**config.mk**
```make
export PLATFORM = sky130hd
export DESIGN_NAME = spi_rx_deser
export DESIGN_NICKNAME = d
export VERILOG_FILES = /design/src/rtl/spi_rx_deser.sv
export SDC_FILE = /design/constraint.sdc
export NUM_CORES = 1
export LEC_CHECK = 0
export BUFFER_PORTS_ARGS = -buffer_cell sky130_fd_sc_hd__buf_4
export CAP_MARGIN = 20
export CORE_MARGIN = 8
export CORE_UTILIZATION = 55
export CTS_CLUSTER_SIZE = 20
export DETAILED_ROUTE_END_ITERATION = 16
export GPL_TIMING_DRIVEN = 0
export PLACE_DENSITY = 0.76
export SKIP_LAST_GASP = 1
export SLEW_MARGIN = 15
export SYNTH_ARGS = -nofsm -noshare
export SYNTH_HDL_FRONTEND = slang
export SYNTH_SLANG_ARGS = --single-unit
```
**constraint.sdc**
```tcl
create_clock -name clk -period 5.6 [get_ports clk]
set_input_delay 0.28 -clock clk [delete_from_list [all_inputs] [get_ports clk]]
set_output_delay 0.28 -clock clk [all_outputs]
set_load 0.01 [all_outputs]
```
**src/rtl/spi_rx_deser.sv**
```systemverilog
// LSB-first serial-to-parallel receiver with a DEPTH-entry word FIFO and a
// valid/ready output port. Overrun and framing errors are reported as sticky flags.
module spi_rx_deser #(
  parameter int unsigned DEPTH = 4
) (
  input  logic                      clk,
  input  logic                      rst_n,
  input  logic                      rx_bit,
  input  logic                      rx_vld,
  input  logic                      rx_sync,
  input  logic [5:0]                data_len,
  output logic [31:0]               m_data,
  output logic [5:0]                m_len,
  output logic                      m_valid,
  input  logic                      m_ready,
  output logic [$clog2(DEPTH):0]    level,
  output logic                      overrun,
  output logic                      frame_err,
  input  logic                      err_clr
);

  localparam int unsigned PW = (DEPTH > 1) ? $clog2(DEPTH) : 1;
  localparam int unsigned LW = $clog2(DEPTH) + 1;
  localparam int unsigned DW = 32;
  localparam int unsigned EW = DW + 6;

  logic [5:0]    bit_cnt_q, bit_cnt_d;
  logic [5:0]    cur_len_q, cur_len_d;
  logic [DW-1:0] asm_q, asm_d;
  logic [EW-1:0] mem_q [DEPTH];
  logic [EW-1:0] mem_d [DEPTH];
  logic [PW-1:0] wr_ptr_q, wr_ptr_d;
  logic [PW-1:0] rd_ptr_q, rd_ptr_d;
  logic [LW-1:0] count_q, count_d;
  logic [DW-1:0] m_data_q, m_data_d;
  logic [5:0]    m_len_q, m_len_d;
  logic          m_valid_q, m_valid_d;
  logic          overrun_q, overrun_d;
  logic          frame_err_q, frame_err_d;

  logic [5:0]    len_clamp;
  logic          word_start;
  logic [5:0]    eff_len;
  logic [5:0]    pos;
  logic [DW-1:0] asm_bit;
  logic          word_done;
  logic          frame_evt;
  logic          pop;
  logic          full;
  logic          push_ok;
  logic          drop;
  logic [EW-1:0] head;

  // Word assembly: rx_sync or an idle counter restarts the word and re-latches the length.
  always_comb begin
    bit_cnt_d = bit_cnt_q;
    cur_len_d = cur_len_q;
    asm_d     = asm_q;
    if (data_len < 6'd8)       len_clamp = 6'd8;
    else if (data_len > 6'd32) len_clamp = 6'd32;
    else                       len_clamp = data_len;
    word_start = rx_sync || (bit_cnt_q == 6'd0);
    eff_len    = word_start ? len_clamp : cur_len_q;
    pos        = rx_sync ? 6'd0 : bit_cnt_q;
    asm_bit    = (word_start ? '0 : asm_q) | (DW'(rx_bit) << pos[4:0]);
    word_done  = rx_vld && (pos == (eff_len - 6'd1));
    frame_evt  = rx_vld && rx_sync && (bit_cnt_q != 6'd0);
    if (rx_vld) begin
      cur_len_d = eff_len;
      if (word_done) begin
        bit_cnt_d = 6'd0;
        asm_d     = '0;
      end else begin
        bit_cnt_d = pos + 6'd1;
        asm_d     = asm_bit;
      end
    end
  end

  // FIFO bookkeeping; a full FIFO still accepts a push when a pop happens on the same cycle.
  always_comb begin
    mem_d    = mem_q;
    wr_ptr_d = wr_ptr_q;
    rd_ptr_d = rd_ptr_q;
    pop      = m_valid_q && m_ready;
    full     = (count_q == LW'(DEPTH));
    push_ok  = word_done && (!full || pop);
    drop     = word_done && full && !pop;
    if (push_ok) begin
      mem_d[wr_ptr_q] = {eff_len, asm_bit};
      wr_ptr_d        = wr_ptr_q + PW'(1);
    end
    if (pop) rd_ptr_d = rd_ptr_q + PW'(1);
    count_d = count_q + LW'(push_ok) - LW'(pop);
  end

  // Registered head-of-queue view; reads zero while the FIFO is empty.
  always_comb begin
    head      = mem_d[rd_ptr_d];
    m_valid_d = (count_d != '0);
    m_data_d  = '0;
    m_len_d   = '0;
    if (m_valid_d) begin
      m_data_d = head[DW-1:0];
      m_len_d  = head[EW-1:DW];
    end
    overrun_d   = drop || (overrun_q && !err_clr);
    frame_err_d = frame_evt || (frame_err_q && !err_clr);
  end

  always_ff @(posedge clk or negedge rst_n) begin
    if (!rst_n) begin
      bit_cnt_q   <= '0;
      cur_len_q   <= 6'd8;
      asm_q       <= '0;
      wr_ptr_q    <= '0;
      rd_ptr_q    <= '0;
      count_q     <= '0;
      m_data_q    <= '0;
      m_len_q     <= '0;
      m_valid_q   <= 1'b0;
      overrun_q   <= 1'b0;
      frame_err_q <= 1'b0;
      for (int i = 0; i < int'(DEPTH); i++) mem_q[i] <= '0;
    end else begin
      bit_cnt_q   <= bit_cnt_d;
      cur_len_q   <= cur_len_d;
      asm_q       <= asm_d;
      wr_ptr_q    <= wr_ptr_d;
      rd_ptr_q    <= rd_ptr_d;
      count_q     <= count_d;
      m_data_q    <= m_data_d;
      m_len_q     <= m_len_d;
      m_valid_q   <= m_valid_d;
      overrun_q   <= overrun_d;
      frame_err_q <= frame_err_d;
      for (int i = 0; i < int'(DEPTH); i++) mem_q[i] <= mem_d[i];
    end
  end

  assign m_data    = m_data_q;
  assign m_len     = m_len_q;
  assign m_valid   = m_valid_q;
  assign level     = count_q;
  assign overrun   = overrun_q;
  assign frame_err = frame_err_q;

endmodule

```
After elaboration in Yosys (flattened, before gate mapping)
Index checks and enable logic that the tools add are counted.
{"block": "word_totals", "elab_cells": 69, "out_inout_bits": 44, "regBits": 244, "inputBits": 13}
{"block": "op_classes", "n_bitwise": 3, "eq_ne": 2, "n_addsub": 6, "order_cmp": 5, "n_shift": 1, "mux": 17, "reduce_logical": 20}
{"cell": "$bwmux 152", "n": 1}
{"cell": "$mux 152", "n": 1}
{"cell": "$mux 38", "n": 3}
{"cell": "$mux 32", "n": 3}
{"cell": "$bmux 38 s2", "n": 1}
{"cell": "$demux 38 s2", "n": 1}
{"cell": "$mux 6", "n": 6}
{"cell": "$or 32x32->32", "n": 1}
{"cell": "$shl 1x5->32", "n": 1}
{"cell": "$logic_and 1x1->1", "n": 10}
{"cell": "$add 6x1->6 const B", "n": 1}
{"cell": "$eq 6x6->1", "n": 1}
{"cell": "$ge 3x3->1 const B", "n": 2}
{"cell": "$gt 6x6->1 const B", "n": 1}
{"cell": "$logic_not 6->1", "n": 1}
{"cell": "$lt 6x4->1 const B", "n": 1}
{"cell": "$not 2->3", "n": 2}
{"cell": "$reduce_bool 6->1", "n": 1}
{"cell": "$sub 6x1->6 const B", "n": 1}
{"cell": "$add 2x1->2 const B", "n": 2}
{"cell": "$logic_or 1x1->1", "n": 4}
{"cell": "$add 3x1->3", "n": 1}
{"cell": "$eq 3x3->1 const B", "n": 1}
{"cell": "$logic_not 1->1", "n": 3}
{"cell": "other kinds (4)", "n": 4}

Longest topological paths before layout
Gate-level depths: netlist of run 1.
{"block": "logic_depth", "word_depth": 13, "ltp_mapped": 28, "mapped_depth_nobuf": 24}

Worst setup path before layout of run 1
Ideal clock, no wire load.
{"block": "synth_timing", "path_type": "register to register", "start": "register bit_cnt_q[2]", "end": "register m_data_q[13] (netlist: m_data[13])", "stages_incl_launch_ff": 28, "setup_time_ns": 0.082, "setup_slack_ns": -0.213, "required_time_ns": 5.518, "arrival_time_ns": 5.731, "n_path_buf": 5, "synth_period_minus_slack_ns": 5.813, "path_cell_list": "dfrtp_1 -> buf_2 -> nor4_4 -> a21oi_1 -> clkbuf_1 -> o21ai_0 -> inv_1 -> ha_1 -> xnor2_1 -> a211o_1 -> a21boi_1 -> nand2_1 -> nor3_1 -> and2_1 -> clkbuf_1 -> nand2_1 -> ha_1 -> inv_1 -> ha_1 -> fa_1 -> xnor2_1 -> xnor2_1 -> or3_1 -> nor2b_1 -> clkbuf_1 -> clkbuf_1 -> o221ai_1 -> o22ai_1"}
{"block": "synth_between", "word_cells_on_any_way": 20, "cone_classes": "3 x add/sub; 1 x eq/ne; 1 x shift; 9 x mux; 1 x bitwise; 5 x reduce/logical"}
{"item": "start, declared", "line": "27", "text": "logic [5:0] bit_cnt_q, bit_cnt_d;"}
{"item": "start signal, assigned", "line": "126", "text": "bit_cnt_q <= bit_cnt_d;"}
{"item": "$logic_not 6->1", "line": "62", "text": "word_start = rx_sync || (bit_cnt_q == 6'd0);"}
{"item": "$logic_or 1x1->1", "line": "62"}
{"item": "$mux 6", "line": "63", "text": "eff_len = word_start ? len_clamp : cur_len_q;"}
{"item": "$sub 6x1->6", "line": "66", "text": "word_done = rx_vld && (pos == (eff_len - 6'd1));"}
{"item": "$eq 6x6->1 (*)", "line": "66"}
{"item": "$logic_and 1x1->1 (*)", "line": "66"}
{"item": "$logic_and 1x1->1 (*)", "line": "87", "text": "push_ok = word_done && (!full || pop);"}
{"item": "$add 3x1->3 (*)", "line": "94", "text": "count_d = count_q + LW'(push_ok) - LW'(pop);"}
{"item": "$sub 3x1->3 (*)", "line": "94"}
{"item": "net count_d[2]", "line": "34", "text": "logic [LW-1:0] count_q, count_d;"}
{"item": "$reduce_bool 3->1 (*)", "line": "100", "text": "m_valid_d = (count_d != '0);"}
{"item": "net m_valid_d", "line": "37", "text": "logic m_valid_q, m_valid_d;"}
{"item": "$mux 32 (*)", "line": "103", "text": "if (m_valid_d) begin"}
{"item": "net m_data_d[13]", "line": "35", "text": "logic [DW-1:0] m_data_q, m_data_d;"}
{"item": "end signal, assigned", "line": "132", "text": "m_data_q <= m_data_d;"}
{"item": "end, declared", "line": "35"}
The timed path passes the listed nets; every way through them passes the cells marked *. The select of a mux whose other input is x is not followed.
A chain may end at the register's enable or synchronous reset.

Final worst setup path of run 1
{"block": "layout_timing", "start": "register bit_cnt_q[1]", "end": "register m_len_q[5] (netlist: m_len[5])"}
{"block": "layout_between", "word_cells_on_any_way": 17, "cone_classes": "3 x add/sub; 1 x eq/ne; 8 x mux; 5 x reduce/logical"}
{"item": "$logic_not 6->1", "line": "62"}
{"item": "$logic_or 1x1->1", "line": "62"}
{"item": "$mux 6", "line": "63"}
{"item": "$sub 6x1->6", "line": "66"}
{"item": "$eq 6x6->1 (*)", "line": "66"}
{"item": "$logic_and 1x1->1 (*)", "line": "66"}
{"item": "$logic_and 1x1->1 (*)", "line": "87"}
{"item": "$add 3x1->3 (*)", "line": "94"}
{"item": "$sub 3x1->3 (*)", "line": "94"}
{"item": "net count_d[2]", "line": "34"}
{"item": "$reduce_bool 3->1 (*)", "line": "100"}
{"item": "net m_valid_d", "line": "37"}
{"item": "$mux 6 (*)", "line": "103"}
{"item": "net m_len_d[5]", "line": "36", "text": "logic [5:0] m_len_q, m_len_d;"}
{"item": "end signal, assigned", "line": "133", "text": "m_len_q <= m_len_d;"}
{"item": "end, declared", "line": "36"}
Marks and branches as above.

==> results of run 1 <==
## power breakdown
part / total (uW) / switching [uW] / internal (uW) / leakage, uW
logic: 2320 / 1470 / 858 / 0.00196
registers: 2060 / 95.0 / 1970 / 0.00333
clock network: 1810 / 707 / 1100 / 0.000444
## cell usage after synthesis (4+ instances only)
master	count
nor2b_1	10
o211ai_1	4
buf_1	13
dfrtp_1	243
o21ai_0	165
or3_1	4
a21oi_1	57
inv_1	51
a22oi_1	15
mux2i_1	5
ha_1	8
nor3_1	9
nor2_1	49
buf_2	23
clkbuf_1	66
xnor2_1	5
and2_1	4
o22ai_1	72
nand4_1	5
nand3_1	21
nand2_1	226
o221ai_1	76
a21o_1	8
o21ai_1	30
and3_1	7
a32oi_1	10
## registers in the layout (all words and copies together) (netlist names)
register	count
asm_q	32
bit_cnt_q	6
cur_len_q	6
frame_err	1
level	3
m_data	32
m_len	6
m_valid	1
mem_q	152
overrun	1
rd_ptr_q	2
wr_ptr_q	2
## cell type report
type / count / area (um^2)
Antenna cell: 1 / 2.50
Buffer: 104 / 490
Clock buffer: 41 / 788
Clock inverter: 7 / 114
Fill cell: 1656 / 6890
Inverter: 52 / 198
Multi-Input combinational cell: 838 / 4790
Sequential cell: 244 / 6110
Tap cell: 270 / 338
Timing Repair Buffer: 69 / 571
## cell families after synthesis
| group | share of synthesized area [%] |
|---|---|
| compound gates | 25.0 |
| mux | 0.855 |
| fa+ha+maj | 1.05 |
| buf+inv | 5.56 |
| xor+xnor | 0.614 |
| flops | 53.5 |
| simple gates | 13.5 |
## layer usage
layer	GRT usage [%]	wire [um]
met5	0	0
met2	42.6	16000
met3	6.27	3270
met4	10.4	1300
met1	35.2	14400
## final timing paths
check,depth (start not counted),from,to
setup / recovery,25,bit_cnt_q[1],m_len[5]
min in group asynchronous,2,rst_n,mem_q[106]
max in group asynchronous,4,rst_n,mem_q[119]
hold reg to reg,2,mem_q[93],mem_q[93]
hold / removal,4,data_len[1],mem_q[71]
setup reg to reg,25,bit_cnt_q[1],m_len[5]
## worst max-delay path, cell delays in order (launching register included)
cell,delay (ns)
dfrtp_2,0.45
nor4_4,0.42
a21oi_4,0.11
clkbuf_8,0.20
o21ai_4,0.24
inv_4,0.10
ha_4,0.26
xnor2_1,0.12
a211o_1,0.31
a21boi_4,0.19
nand2_1,0.10
nor3_4,0.14
and2_4,0.17
nand2_2,0.11
ha_4,0.30
inv_1,0.03
ha_1,0.19
fa_1,0.40
xnor2_1,0.20
xnor2_1,0.10
or3_4,0.36
nor2b_4,0.16
buf_12,0.18
clkbuf_8,0.17
o21ai_0,0.09
nand4b_1,0.17
## metrics by stage
stage	utilization, %	cell area (um^2)	cells	hold WS [ns]	worst slack [ns]
after floorplan	-	11400	1240	-0.0156	0.00667
after global placement	59.9	12200	1563	0.462	-1.54
after detailed placement	60.2	12200	1565	0.290	-1.71
after CTS	65.5	13300	1620	0.228	0.00617
after global routing	66.0	13400	1626	0.251	0.00446
final	66.0	13400	1626	0.229	0.174
## timing repair
action	in CTS	in global routing
setup endpoints to repair	40	36
hold endpoints to repair	75	0
hold buffers	2	0
pin swaps	4	5
resized for setup	31	15
buffers inserted	7	5
==> flow_summary.json, run 1 <==
{
  "status": "finished clean",
  "drt_pass1_iterations": 5,
  "synth_seq_cells": 244,
  "worstSetupStartpointType": "flop",
  "rsz0062_at_grt": "no",
  "io_buffers": 53,
  "ant_nets": 0,
  "grt_pass1_vias": 10539,
  "fin_tns_setup_ns": 0,
  "initial_core_util_pct": 56.2,
  "critPathRequiredTime_ns": 5.96,
  "skew_ns": 0.0162,
  "dr_total_vias": 10363,
  "syn_avg_cell_area_um2": 9.20,
  "ios": 57,
  "synth.area.top_cells": "dfrtp_1 53%, nand2_1 7.4%, o21ai_0 7.2%",
  "grt_pass1_wl_um": 56500,
  "num_rows": 52,
  "synth_fp_nets": 1262,
  "drc": 0,
  "antenna_found_initial": 1,
  "die-area_um2": 25600,
  "place_hpwl_um": 23800,
  "clkTransAtPathRegs_ns": 0.06,
  "cts_max_level": 1,
  "p_total_uw": 6200,
  "viasPerCell": 6.37,
  "place_congestion": 0.968,
  "layout_commonest_cell": "dfrtp_1",
  "syn_area_um2": 11400,
  "clock-sinks": 244,
  "fp.dieH_um": 160,
  "cp_max_fo": 10,
  "routed_wirelength_um": 34900,
  "synth_top_flop_cell": "dfrtp_1",
  "cts_buffers": 26,
  "clk_latency_ns": 0.54,
  "ir_drop_uv": 304,
  "drv_cap": 0,
  "synth-seq-area-share_pct": 53.5,
  "drive_gt1_share_pct": 12.8,
  "hold_violations": 0,
  "worst_pin_slew_ns": 0.998,
  "reg2reg_slack_ns": 0.17,
  "yosysWarningCount": 0,
  "post-route-min-period_ns": 5.43,
  "synth.top_cell.area_share_pct": 53.3,
  "mostFrequentLayoutCells": "241 x dfrtp_1, 224 x nand2_1, 164 x o21ai_0, 76 x o221ai_1, 71 x o22ai_1",
  "fp.dieW_um": 160,
  "synth-edff-count": 0,
  "cts_buffer_depth": 3,
  "p_leak_uw": 0.00573,
  "max_clock_freq_ghz": 0.184,
  "relSlewSlack_pct": 33.0,
  "drt_iter0_markers": 1120,
  "powerDensity_nw_per_um2": 462,
  "layout-area-overhead-vs-synth_pct": 17.5,
  "clock-root-buffer": "clkbuf_16",
  "hold_path_class": "in2reg",
  "grt_max_degree": 90,
  "track_usage_pct": 26.8,
  "post-route-period-util_pct": 96.9,
  "arrival_ns": 5.79,
  "slew_violations": 0,
  "critPathCaptureType": "flop",
  "wl_per_cell_um": 21.5,
  "globalRouteOverflowTotal": 0,
  "setup_viol": 0,
  "async_reset_ff_share_pct": 100,
  "synth_top_area_cell": "dfrtp_1",
  "synthDistinctLibCells": 64,
  "final_nets": 1357,
  "syn_inst": 1240,
  "critPathKind": "reg2reg",
  "fp.coreArea_um2": 20300,
  "cts_tree": "done"
}
Power figures use the tool's default switching activity.
==> run 2, diff against run 1 <==
--- a/config.mk
+++ b/config.mk
@@ -7,12 +7,13 @@
 export LEC_CHECK = 0
 export BUFFER_PORTS_ARGS = -buffer_cell sky130_fd_sc_hd__buf_4
 export CAP_MARGIN = 20
+export CELL_PAD_IN_SITES_DETAIL_PLACEMENT = 0
+export CELL_PAD_IN_SITES_GLOBAL_PLACEMENT = 1
 export CORE_MARGIN = 8
-export CORE_UTILIZATION = 55
+export CORE_UTILIZATION = 43
 export CTS_CLUSTER_SIZE = 20
 export DETAILED_ROUTE_END_ITERATION = 16
-export GPL_TIMING_DRIVEN = 0
-export PLACE_DENSITY = 0.76
+export PLACE_DENSITY_LB_ADDON = 0.1
 export SKIP_LAST_GASP = 1
 export SLEW_MARGIN = 15
 export SYNTH_ARGS = -nofsm -noshare
==> run 2 against run 1 <==
Effect of this change: total power down 3.9%; cell count down 0.98%; setup slack better by 0.16 ns; fmax up 3.1%; clock skew up 0.0023 ns; via count down 10%; critical path depth unchanged; worst hold slack worse by 0.046 ns; core utilization down 16 points; count of clock-buffer cells in the layout unchanged.
==> flow_summary.json, run 2 (synthesis results as in run 1) <==
{
  "cts_tree": "done",
  "final_nets": 1282,
  "critPathKind": "reg2reg",
  "powerDensity_nw_per_um2": 455,
  "drive_gt1_share_pct": 12.3,
  "antenna_found_initial": 0,
  "worstSetupStartpointType": "flop",
  "globalRouteOverflowTotal": 0,
  "fillers": 2482,
  "num_rows": 59,
  "fp.dieH_um": 179,
  "arrival_ns": 5.66,
  "fp.dieW_um": 179,
  "ir_drop_uv": 699,
  "post-route-min-period_ns": 5.26,
  "p_leak_uw": 0.00558,
  "largest_register_ffs": 152,
  "grt_max_degree": 137,
  "clock-sinks": 244,
  "layout_commonest_cell": "dfrtp_1",
  "ios": 57,
  "drt_iter0_markers": 661,
  "routed_wirelength_um": 33300,
  "track_usage_pct": 21.1,
  "skew_ns": 0.0185,
  "cts_buffers": 28,
  "worst-r2r-cell-count": 25,
  "hold-worst-slack_ns": 0.183,
  "setup_viol": 0,
  "grt_pass1_vias": 9250,
  "cp_max_fo": 22,
  "max_clock_freq_ghz": 0.190,
  "fin_util_pct": 50.2,
  "cts_buffer_depth": 3,
  "antenna_cells": 0,
  "viasPerCell": 5.77,
  "fp.coreArea_um2": 26100,
  "mostFrequentLayoutCells": "243 x dfrtp_1, 224 x nand2_1, 164 x o21ai_0, 89 x buf_4, 76 x o221ai_1",
  "initial_core_util_pct": 43.8,
  "critPathRequiredTime_ns": 6.00,
  "wl_per_cell_um": 20.7,
  "clkTransAtPathRegs_ns": 0.06,
  "layout-area-overhead-vs-synth_pct": 14.6,
  "die-area_um2": 32000,
  "min_to": "asm_q[17]",
  "critPathCaptureType": "flop",
  "status": "finished clean",
  "hold_violations": 0,
  "hold_path_class": "in2reg",
  "regMostFlops": "mem_q",
  "reg2reg_slack_ns": 0.34,
  "min_path_cells": 3,
  "grt_pass1_wl_um": 53600,
  "ant_nets": 0,
  "worst_pin_slew_ns": 1.00,
  "drc": 0,
  "slew_violations": 0,
  "cts_max_level": 1,
  "reg2reg_to": "m_len[5]",
  "r2r_start": "bit_cnt_q[5]",
  "critPathLaunch": "bit_cnt_q[5]",
  "drv_cap": 0,
  "relSlewSlack_pct": 32.6,
  "clk_latency_ns": 0.54,
  "place_hpwl_um": 20600,
  "holdCritStartpoint": "rx_vld",
  "post-route-period-util_pct": 94.0,
  "dr_total_vias": 9291,
  "drt_pass1_iterations": 5,
  "setup_slack_ns": 0.338,
  "clock-root-buffer": "clkbuf_16",
  "place_congestion": 0.831,
  "io_buffers": 56,
  "dp_slack_ns": 0.115
}
run 2: repair_timing:
item	CTS	global route
setup endpoints to repair	0	38
buffers inserted	0	1
resized for setup	0	8
hold endpoints to repair	109	0
hold buffers	2	0
run 2: how the worst max path moves through the flow:
stage / slack (ns) / cells after the start / end
2_1_floorplan: 0.007 / 27 / m_data[13]
6_report: 0.34 / 25 / m_len[5]
3_3_place_gp: 0.23 / 25 / m_len[5]
4_1_cts: 0.11 / 24 / m_len[5]
3_5_place_dp: 0.12 / 24 / m_len[5]
5_1_grt: -0.003 / 25 / m_len[5]
run 2: cell type report:
cell class	instances	area, um^2	area share [%]
Tap cell	335	419	3.20
Multi-Input combinational cell	838	4750	36.3
Timing Repair Buffer	96	774	5.92
Inverter	52	195	1.49
Clock inverter	4	23.8	0.182
Clock buffer	41	811	6.20
Sequential cell	244	6110	46.7
run 2: power by group:
| part | leakage (uW) | internal, uW | switching [uW] | total (uW) |
|---|---|---|---|---|
| Sequential | 0.00333 | 1970 | 107 | 2080 |
| Clock | 0.000411 | 988 | 697 | 1680 |
| Combinational | 0.00184 | 796 | 1400 | 2190 |
run 2: layer usage:
metal | up-vias | GRT usage (%) | part of all wire, %
met1 | 4576 | 29.7 | 48
met3 | 54 | 2.78 | 4.1
li1 | 4481 | - | -
met5 | - | 0 | 0
met4 | 0 | 4.82 | 2.1
met2 | 180 | 34.2 | 46
run 2: through the flow:
stage / setup TNS (ns) / std cells / instance area, um^2 / total power (uW)
floorplan: 0 / 1240 / 11400 / 3420
global placement: 0 / 1562 / 12200 / 4270
CTS: 0 / 1609 / 13000 / 6000
detailed placement: 0 / 1562 / 12200 / 4280
global route: -0.00331 / 1610 / 13100 / 6280
finish: 0 / 1610 / 13100 / 5950
run 2: worst max-delay path, cell delays in order, from the launching register on:
cell and delay, ns:
dfrtp_1 0.48, nor4_4 0.06, buf_4 0.15, a21o_2 0.21, and3_1 0.20, a21oi_4 0.23
ha_2 0.34, xnor2_1 0.12, a211o_1 0.26, a21boi_1 0.19, nand2_1 0.09, nor3_2 0.17
and2_1 0.19, nand2_1 0.11, ha_1 0.31, inv_1 0.04, ha_1 0.18, fa_1 0.40
xnor2_1 0.14, xnor2_1 0.13, or3_1 0.37, nor2b_4 0.16, buf_6 0.19, nor2b_1 0.15
o221ai_1 0.10, nand4b_1 0.13
==> run 3, diff against run 2 <==
==> constraint.sdc (replaced) <==
create_clock -name clk -period 5.6 [get_ports clk]
set_input_delay 0.84 -clock clk [delete_from_list [all_inputs] [get_ports clk]]
set_output_delay 0.84 -clock clk [all_outputs]
set_load 0.01 [all_outputs]
==> run 3 against run 2 <==
Effect of this change: cell area is 1.9% higher; via count is 2.3% higher; total power is 7.1% higher; sequential power hardly changed; register-to-register slack better by 0.04 ns.
==> flow_summary.json, run 3 (synthesis results as in run 1) <==
{
  "status": "finished clean",
  "drt_iter0_markers": 798,
  "clock-sinks": 244,
  "mostFrequentLayoutCells": "243 x dfrtp_1, 224 x nand2_1, 164 x o21ai_0, 93 x buf_4, 76 x o221ai_1",
  "powerDensity_nw_per_um2": 478,
  "io_buffers": 56,
  "die-area_um2": 32000,
  "worst-r2r-cell-count": 21,
  "cp_max_fo": 31,
  "grt_pass1_wl_um": 54900,
  "wl_per_cell_um": 21.4,
  "setup_viol": 0,
  "reg2reg_slack_ns": 0.38,
  "cts_tree": "done",
  "r2r_start": "bit_cnt_q[0]",
  "hold_path_class": "in2async",
  "worstSetupStartpointType": "flop",
  "cts_max_level": 1,
  "critPathCaptureType": "flop",
  "skew_ns": 0.0119,
  "fp.dieW_um": 179,
  "num_rows": 59,
  "drc": 0,
  "fp.dieH_um": 179,
  "critPathRequiredTime_ns": 6.01,
  "antenna_cells": 0,
  "grt_max_degree": 137,
  "p_leak_uw": 0.00570,
  "final_nets": 1287,
  "ir_drop_uv": 400,
  "antenna_found_initial": 0,
  "p_total_uw": 6370,
  "drive_gt1_share_pct": 13.8,
  "place_hpwl_um": 21000,
  "arrival_ns": 5.63,
  "routed_wirelength_um": 34700,
  "post-route-period-util_pct": 93.3,
  "clk_latency_ns": 0.55,
  "clkTransAtPathRegs_ns": 0.06,
  "track_usage_pct": 21.9,
  "ant_nets": 0,
  "cts_buffers": 28,
  "reg2reg_to": "m_len[4]",
  "largest_register_ffs": 152,
  "layout-area-overhead-vs-synth_pct": 16.8,
  "critPathKind": "reg2reg",
  "hold_violations": 0,
  "post-route-min-period_ns": 5.22,
  "layout_commonest_cell": "dfrtp_1",
  "globalRouteOverflowTotal": 0,
  "slew_violations": 0,
  "grt_pass1_vias": 9443,
  "clock-root-buffer": "clkbuf_16",
  "hold-worst-slack_ns": 0.321,
  "rsz0062_at_grt": "no",
  "relSlewSlack_pct": 31.4,
  "drt_pass1_iterations": 5,
  "cts_buffer_depth": 3,
  "fp.coreArea_um2": 26100,
  "regMostFlops": "mem_q",
  "ios": 57,
  "drv_cap": 0,
  "viasPerCell": 5.86,
  "dr_total_vias": 9504,
  "place_congestion": 0.820,
  "worst_pin_slew_ns": 1.02,
  "max_clock_freq_ghz": 0.191,
  "initial_core_util_pct": 43.8
}
run 3: power breakdown:
part,internal [uW],leakage (uW),switching (uW)
sequential,1970,0.00333,116
combinational,854,0.00188,1450
clock,1230,0.000489,753
total,4050,0.00570,2320
run 3: timing repair:
item                       CTS  global route
setup endpoints to repair    0            38
resized for setup            0             7
hold buffers                 0             0
setup buffers                0             2
run 3: per-stage QoR:
| stage | setup WS, ns | cells | area (um^2) | utilization [%] | TNS (ns) |
|---|---|---|---|---|---|
| 2_1_floorplan | 0.0000346 | 1240 | 11400 | - | 0 |
| 6_report | 0.378 | 1622 | 13300 | 51.2 | 0 |
| 5_1_grt | 0.0251 | 1622 | 13300 | 51.2 | 0 |
| 3_5_place_dp | -0.0411 | 1568 | 12300 | 47.1 | -0.125 |
| 4_1_cts | 0.127 | 1620 | 13300 | 51.0 | 0 |
| 3_3_place_gp | 0.0837 | 1567 | 12300 | 47.0 | 0 |
run 3: layer usage:
metal | track usage [%] | wire length, um
met1 | 30.7 | 16000
met2 | 35.4 | 16200
met3 | 2.80 | 1650
met4 | 5.72 | 783
met5 | 0 | 0
run 3: how the worst max path moves through the flow:
stage	start	endpoint	slack, ns	depth (start not counted)
after global placement	data_len[5]	m_len[4]	0.08	25
after floorplan	rx_sync	m_data[13]	0.00003	26
after global routing	bit_cnt_q[0]	m_len[4]	0.03	25
after CTS	bit_cnt_q[0]	m_len[4]	0.13	24
final	bit_cnt_q[0]	m_len[4]	0.38	21
after detailed placement	data_len[5]	m_len[4]	-0.04	25
run 3: layout make-up:
type | count | area, um^2
clock buffers | 37 | 795
inverters | 52 | 195
multi-input cells | 838 | 4740
fillers | 2483 | 12700
well taps | 335 | 419
repair buffers | 101 | 852
flip-flops and latches | 244 | 6110
clock inverters | 15 | 221
run 3: critical path: stages, from the launching register on:
cell and delay [ns]:
dfrtp_1 0.46, nor4_4 0.23, buf_4 0.18, a21o_2 0.13, buf_4 0.37, mux2_2 0.41, nor4bb_1 0.45, a311o_1 0.26
and2_1 0.17, nand2_1 0.11, ha_1 0.32, inv_1 0.04, ha_1 0.18, fa_1 0.40, xnor2_1 0.14, xnor2_1 0.13
or3_1 0.38, nor2b_4 0.17, buf_12 0.20, nor2b_1 0.14, o221ai_1 0.07, nand4b_1 0.12
